===== src/rtl/threshold2_trainer.sv =====
`default_nettype none
// ============================================================================
// Module   : threshold2_trainer
// Purpose  : Fixed-increment perceptron trainer producing (w1, w2, th) for a
//            2-input threshold gate, with a combinational query port.
// Revision : 1.0 - initial release
// ============================================================================
module threshold2_trainer #(
  parameter int WIDTH      = 16,
  parameter int MAX_EPOCHS = 16
) (
  input  logic             clk,
  input  logic             rst,
  input  logic             start,
  input  logic [3:0]       target,
  input  logic [WIDTH-1:0] w1_init,
  input  logic [WIDTH-1:0] w2_init,
  input  logic [WIDTH-1:0] th_init,
  output logic [WIDTH-1:0] w1,
  output logic [WIDTH-1:0] w2,
  output logic [WIDTH-1:0] th,
  output logic             busy,
  output logic             done,
  output logic             fail,
  output logic [7:0]       epochs,
  input  logic             qx1,
  input  logic             qx2,
  output logic             qf
);

  localparam logic [2:0] c_IDLE   = 3'd0;
  localparam logic [2:0] c_EVAL   = 3'd1;
  localparam logic [2:0] c_UPDATE = 3'd2;
  localparam logic [2:0] c_CHECK  = 3'd3;
  localparam logic [2:0] c_DONE   = 3'd4;
  localparam logic [2:0] c_FAIL   = 3'd5;

  localparam logic [7:0]              c_MAX_EPOCHS = 8'(MAX_EPOCHS);
  localparam logic signed [WIDTH:0]   c_ONE        = {{WIDTH{1'b0}}, 1'b1};
  localparam logic signed [WIDTH:0]   c_SAT_MAX    = {2'b00, {(WIDTH-1){1'b1}}};
  localparam logic signed [WIDTH:0]   c_SAT_MIN    = {2'b11, {(WIDTH-1){1'b0}}};

  // Sum held in WIDTH+2 bits so w1+w2 can never wrap before the compare.
  function automatic logic gate_f(input logic [WIDTH-1:0] a,
                                  input logic [WIDTH-1:0] b,
                                  input logic [WIDTH-1:0] t,
                                  input logic x1,
                                  input logic x2);
    logic signed [WIDTH+1:0] s;
    logic signed [WIDTH+1:0] te;
    s = '0;
    if (x1) s = s + $signed({{2{a[WIDTH-1]}}, a});
    if (x2) s = s + $signed({{2{b[WIDTH-1]}}, b});
    te = $signed({{2{t[WIDTH-1]}}, t});
    return (s >= te);
  endfunction

  function automatic logic [WIDTH-1:0] sat_step(input logic [WIDTH-1:0] v,
                                                input logic up,
                                                input logic dn);
    logic signed [WIDTH:0] r;
    r = $signed({v[WIDTH-1], v});
    if (up) r = r + c_ONE;
    if (dn) r = r - c_ONE;
    if (r > c_SAT_MAX)      r = c_SAT_MAX;
    else if (r < c_SAT_MIN) r = c_SAT_MIN;
    return r[WIDTH-1:0];
  endfunction

  logic [2:0]       r_state;
  logic [2:0]       w_state_next;
  logic [WIDTH-1:0] r_w1;
  logic [WIDTH-1:0] r_w2;
  logic [WIDTH-1:0] r_th;
  logic [1:0]       r_idx;
  logic [7:0]       r_epochs;
  logic             r_err_seen;
  logic             r_err_pos;
  logic             r_err_neg;
  logic [3:0]       r_target;

  logic             w_x1;
  logic             w_x2;
  logic             w_f;
  logic             w_start_ok;
  logic [7:0]       w_epochs_inc;

  assign w_x1         = r_idx[1];
  assign w_x2         = r_idx[0];
  assign w_f          = gate_f(r_w1, r_w2, r_th, w_x1, w_x2);
  assign w_start_ok   = start && (r_state == c_IDLE || r_state == c_DONE || r_state == c_FAIL);
  assign w_epochs_inc = r_epochs + 8'd1;

  always_ff @(posedge clk or posedge rst) begin
    if (rst) r_state <= c_IDLE;
    else     r_state <= w_state_next;
  end

  always_comb begin
    w_state_next = r_state;
    case (r_state)
      c_IDLE, c_DONE, c_FAIL: if (start) w_state_next = c_EVAL;
      c_EVAL:                 w_state_next = c_UPDATE;
      c_UPDATE:               w_state_next = (r_idx == 2'd3) ? c_CHECK : c_EVAL;
      c_CHECK: begin
        if (!r_err_seen)                       w_state_next = c_DONE;
        else if (w_epochs_inc == c_MAX_EPOCHS) w_state_next = c_FAIL;
        else                                   w_state_next = c_EVAL;
      end
      default:                w_state_next = c_IDLE;
    endcase
  end

  always_comb begin
    busy = 1'b0;
    done = 1'b0;
    fail = 1'b0;
    case (r_state)
      c_EVAL, c_UPDATE, c_CHECK: busy = 1'b1;
      c_DONE:                    done = 1'b1;
      c_FAIL:                    fail = 1'b1;
      default:                   ;
    endcase
  end

  always_ff @(posedge clk or posedge rst) begin
    if (rst) begin
      r_w1       <= '0;
      r_w2       <= '0;
      r_th       <= '0;
      r_idx      <= 2'd0;
      r_epochs   <= 8'd0;
      r_err_seen <= 1'b0;
      r_err_pos  <= 1'b0;
      r_err_neg  <= 1'b0;
      r_target   <= 4'd0;
    end else begin
      if (w_start_ok) begin
        r_w1       <= w1_init;
        r_w2       <= w2_init;
        r_th       <= th_init;
        r_target   <= target;
        r_idx      <= 2'd0;
        r_epochs   <= 8'd0;
        r_err_seen <= 1'b0;
      end
      case (r_state)
        c_EVAL: begin
          // err = target - F: +1 when the gate under-fires, -1 when it over-fires.
          r_err_pos <= r_target[r_idx] & ~w_f;
          r_err_neg <= ~r_target[r_idx] & w_f;
        end
        c_UPDATE: begin
          r_w1 <= sat_step(r_w1, r_err_pos & w_x1, r_err_neg & w_x1);
          r_w2 <= sat_step(r_w2, r_err_pos & w_x2, r_err_neg & w_x2);
          r_th <= sat_step(r_th, r_err_neg, r_err_pos);
          if (r_err_pos || r_err_neg) r_err_seen <= 1'b1;
          if (r_idx != 2'd3)          r_idx      <= r_idx + 2'd1;
        end
        c_CHECK: begin
          r_epochs   <= w_epochs_inc;
          r_idx      <= 2'd0;
          r_err_seen <= 1'b0;
        end
        default: ;
      endcase
    end
  end

  assign w1     = r_w1;
  assign w2     = r_w2;
  assign th     = r_th;
  assign epochs = r_epochs;
  assign qf     = gate_f(r_w1, r_w2, r_th, qx1, qx2);

endmodule
`default_nettype wire


===== config.mk =====
export PLATFORM = sky130hd
export DESIGN_NAME = threshold2_trainer
export DESIGN_NICKNAME = d
export VERILOG_FILES = /design/src/rtl/threshold2_trainer.sv
export SDC_FILE = /design/constraint.sdc
export NUM_CORES = 1
export LEC_CHECK = 0
export BUFFER_PORTS_ARGS = -buffer_cell sky130_fd_sc_hd__buf_2
export CAP_MARGIN = 15
export CORE_MARGIN = 2
export CORE_UTILIZATION = 63
export CTS_BUF_LIST = sky130_fd_sc_hd__clkbuf_4
export CTS_CLUSTER_DIAMETER = 150
export DETAILED_ROUTE_END_ITERATION = 10
export PLACE_DENSITY_LB_ADDON = 0.08
export SETUP_SLACK_MARGIN = 0.05
export SYNTH_ARGS = -nofsm -noshare
export SYNTH_HDL_FRONTEND = slang
export SYNTH_SLANG_ARGS = --single-unit

===== constraint.sdc =====
create_clock -name clk -period 13.7 [get_ports clk]
set_input_delay 2.74 -clock clk [delete_from_list [all_inputs] [get_ports clk]]
set_output_delay 2.74 -clock clk [all_outputs]
set_load 0.02 [all_outputs]

==> results.md <==
* Wire length of the first global-routing pass at 40.4 mm
* Worst Path Max Fanout at 16
* Power per standard cell area at 250 mW/mm^2
* Starting utilization of the core area at 64.7%
* Type of the worst setup path: primary input to output port
* Share of the synthesized area in the top cell type at 18.9%
* Accumulated negative setup slack at 0 ps
* All-layer global routing usage at 33.5%
* Part of the total power dissipated in the clock network at 5.1%
* Number of library cell types mapped by synthesis at 88
* Clock transition time at the flip-flop clock pins of the worst setup and hold paths at 130 ps
* Die height at 124 um
* Leakage at 4.29 nW
* Number of detailed-route iterations in the first pass at 6
* Cell type contributing the most total cell area after synthesis: sky130_fd_sc_hd__dfrtp_1
* Slew Limit Fails at 0
* Via count at 9,027
* Fraction of final layout cells sized beyond drive strength 1 at 15.3%
* Overflow left after global routing at 0
* Iteration-0 DRC Markers at 769
* Skew final at 12.5 ps
* Number of antenna-violating nets in the routed design at 0
* Element type at the critical path end: output port
* I/O pin count at 117
* Final Hold Vio Count at 0
* Crit path setup slack, layout at 4030 ps
* Most common flop cell mapped by yosys: sky130_fd_sc_hd__dfrtp_1
* Setup slack after placement at 4100 ps
* Fraction of the yosys area taken by sequential cells at 18.9%
* CTS tree: done
* Switching power summed over all nets at 1.36 mW
* Clock period minus worst slack at 9670 ps
* Warnings, synthesis at 0
* Buffers inserted by post-CTS timing repair at 0
* CP Data Arrival Time at 6930 ps
* Floorplan row count at 43
* Total of flip-flops plus latches after synthesis at 68
* Worst IR Drop VDD at 142 uV
* Horiz. Die Dim at 124 um
* Seq pwr share at 24.5%
* Number of placed instances, taps included at 1,396
* Cell repeated most along the worst path: sky130_fd_sc_hd__a21oi_1
* Cell area after synthesis at 0.00901 sq mm
* Max frequency at 103 MHz
* Synth-to-Final Area Change at 6.68%
* Cell Chain, Critical Path: buf_2 -> and2_1 -> ha_1 -> fa_1 -> a21o_1 -> a21oi_1 -> o21bai_1 -> a211o_1 -> nor4b_1 -> or3_1 -> a21oi_1 -> xor2_1 -> o21ai_0 -> ha_1 -> a21o_1 -> a21oi_1 -> o21ai_0 -> a21oi_1 -> nor2b_1 -> o21ai_0 -> a22oi_1 -> buf_2
* Number of global-route vias before repair at 8,152
* Type of element launching the critical path: primary input
* Clock insertion delay at the later pin of the skew report at 480 ps
* Per-cell via count in the routed design at 6.39
* CTS H-Tree Depth at 3
* Slowest-stage cell, CP: sky130_fd_sc_hd__fa_1
* Number of resized instances in the post-cts repair step at 0
* Period utilisation layout at 70.6%
* Core utilization of the finished layout at 69.0%
* Gate power share at 70.4%
* Detailed-placement wirelength estimate at 18.6 mm
* Critical path required time at 10,960 ps
* Int Pwr at 1.05 mW
* Actual slew at the worst max-slew pin at 898 ps
* Async set-reset flop share out of synthesis at 100%
* Number of sinks on the clock net at 68
* Remaining design rule violation count at 0
* Final setup violation count at 0
* GPL Wtd Cong at 0.933
* Outcome: finished, final reports clean
* Number of nets produced by synthesis at 1,299
* Number of clock buffers inserted by TritonCTS at 9
* Number of buffers between clock root and the deepest sink at 2
* Pin count of the biggest net entering global routing at 69
* Setup repair after global routing missed its margin: no
* Max-slew headroom at 40.2%
* Number of input and output port buffers inserted at 116
* Largest stage delay on the critical path at 410 ps
* Root Buffer Master: sky130_fd_sc_hd__clkbuf_4
* Antenna violations before repair at 1
* Synthesized area per cell at 7.73 sq um
* Non-filler instance count after layout at 1,412
* Count of flip-flops with a built-in enable after synthesis at 0
* Post-DR wirelength/cell at 17.8 um
* NumNets Final at 1,360
* Core outline area at 0.0139 sq mm
* Switching Share at 56.4%
* Top cells by area, synth: sky130_fd_sc_hd__dfrtp_1 (19%), sky130_fd_sc_hd__ha_1 (10%), sky130_fd_sc_hd__xnor2_1 (6.9%)
* Hold crit path type: flip-flop to flip-flop
* Final Routed Wirelength at 25.1 mm
* Max_cap viols at 0
* CTS hold repair buffers at 0
* Die area at 0.0153 sq mm
* Instance count of the mapped netlist at 1,166
## cells in the final DEF, fill, tap and decap left out, types with 18 or more instances in the layout
| cell | instances |
|---|---|
| sky130_fd_sc_hd__xnor2_1 | 71 |
| sky130_fd_sc_hd__and3_1 | 18 |
| sky130_fd_sc_hd__xor2_1 | 38 |
| sky130_fd_sc_hd__ha_1 | 74 |
| sky130_fd_sc_hd__nand2_1 | 148 |
| sky130_fd_sc_hd__a21oi_1 | 64 |
| sky130_fd_sc_hd__and2_1 | 31 |
| sky130_fd_sc_hd__a31oi_1 | 39 |
| sky130_fd_sc_hd__nor3_1 | 31 |
| sky130_fd_sc_hd__mux2i_1 | 33 |
| sky130_fd_sc_hd__nand3_1 | 46 |
| sky130_fd_sc_hd__a21o_1 | 23 |
| sky130_fd_sc_hd__o21ai_0 | 55 |
| sky130_fd_sc_hd__nor2_1 | 73 |
| sky130_fd_sc_hd__buf_2 | 116 |
| sky130_fd_sc_hd__dfrtp_1 | 68 |
| sky130_fd_sc_hd__nand4_1 | 24 |
| sky130_fd_sc_hd__inv_1 | 39 |
## cells in the mapped netlist, types with 9 or more instances
library cell                 n
sky130_fd_sc_hd__a211o_1     9
sky130_fd_sc_hd__nand4_1    24
sky130_fd_sc_hd__and3_1     18
sky130_fd_sc_hd__and2_1     31
sky130_fd_sc_hd__dfrtp_1    68
sky130_fd_sc_hd__o21a_1     12
sky130_fd_sc_hd__a21oi_1    64
sky130_fd_sc_hd__nand2_1   148
sky130_fd_sc_hd__a31oi_1    39
sky130_fd_sc_hd__buf_2      17
sky130_fd_sc_hd__mux2i_1    33
sky130_fd_sc_hd__xor2_1     38
sky130_fd_sc_hd__inv_1      40
sky130_fd_sc_hd__o22ai_1    17
sky130_fd_sc_hd__clkbuf_1   41
sky130_fd_sc_hd__nand3_1    46
sky130_fd_sc_hd__nor3_1     31
sky130_fd_sc_hd__nand2b_1    9
sky130_fd_sc_hd__nor2b_1    10
sky130_fd_sc_hd__ha_1       74
sky130_fd_sc_hd__a21o_1     23
sky130_fd_sc_hd__xnor2_1    71
sky130_fd_sc_hd__mux2_2     17
sky130_fd_sc_hd__nor2_1     74
sky130_fd_sc_hd__a211oi_1   14
sky130_fd_sc_hd__o21ai_0    55
## critical path: cells and delay by family
family                     cells  cell delay (ps)
buffers and inverters          2              370
and+or+nand+nor                4              770
adders and majority gates      3              930
AOI/OAI and AO/OA             12             1960
xor gates and xnor gates       1              160
## power groups by stage
stage	clock (mW)	combinational, mW	sequential (mW)
finish	0.123	1.69	0.589
global route	0.133	1.89	0.608
CTS	0.124	1.68	0.579
detailed placement	0	1.67	0.582
global placement	0	1.63	0.580
floorplan	0	1.35	0.491
## per-layer routing
metal / track usage (%) / wire length (um) / part of all wire (%) / up-vias
li1: - / - / - / 4366
met1: 47.5 / 11600 / 46 / 4301
met2: 52.1 / 11300 / 45 / 313
met3: 4.40 / 1600 / 6.3 / 47
met4: 12.0 / 590 / 2.3 / 0
met5: 0 / 0 / 0 / -
## cell type report
type / count / area (sq um)
Tap cell: 180 / 225
Clock inverter: 6 / 41.3
Inverter: 43 / 161
Fill cell: 1274 / 4320
Antenna cell: 1 / 2.50
Multi-Input combinational cell: 983 / 6790
Timing Repair Buffer: 122 / 626
Clock buffer: 9 / 67.6
Sequential cell: 68 / 1700
## path summary, 6_finish.rpt
path                                  start          end  slack [ps]  depth (start not counted)
min in group asynchronous               rst    epochs[1]        2500                          3
worst max register to register     r_idx[1]    r_err_pos        8570                         19
worst max-delay path                    qx1           qf        4030                         22
max in group asynchronous               rst        w1[3]       10620                          3
worst min-delay path            r_target[3]  r_target[3]         490                          2
worst min register to register  r_target[3]  r_target[3]         490                          2
## logic make-up after synthesis
kind of cell | count (synthesis) | share of synthesized area (%)
AND/OR/NAND/NOR | 454 | 26.0
multiplexers | 51 | 6.04
flip-flops | 68 | 18.9
XOR/XNOR | 109 | 10.6
AO/OA/AOI/OAI | 291 | 21.7
adder cells (fa/ha/maj) | 78 | 10.9
buffers and inverters | 115 | 5.83
## registers in the layout (all words and copies together) (netlist names), 2 cells and up
register	count
w1	16
w2	16
r_state	3
r_target	4
th	16
r_idx	2
epochs	8
## metrics by stage
stage,hold WS (ps),power (mW),area [sq um]
CTS,495,2.38,9610
global route,536,2.63,9610
global placement,456,2.21,9500
finish,494,2.40,9610
detailed placement,466,2.25,9500
floorplan,440,1.84,9010
Note: power is estimated with default switching activity, not from simulation.
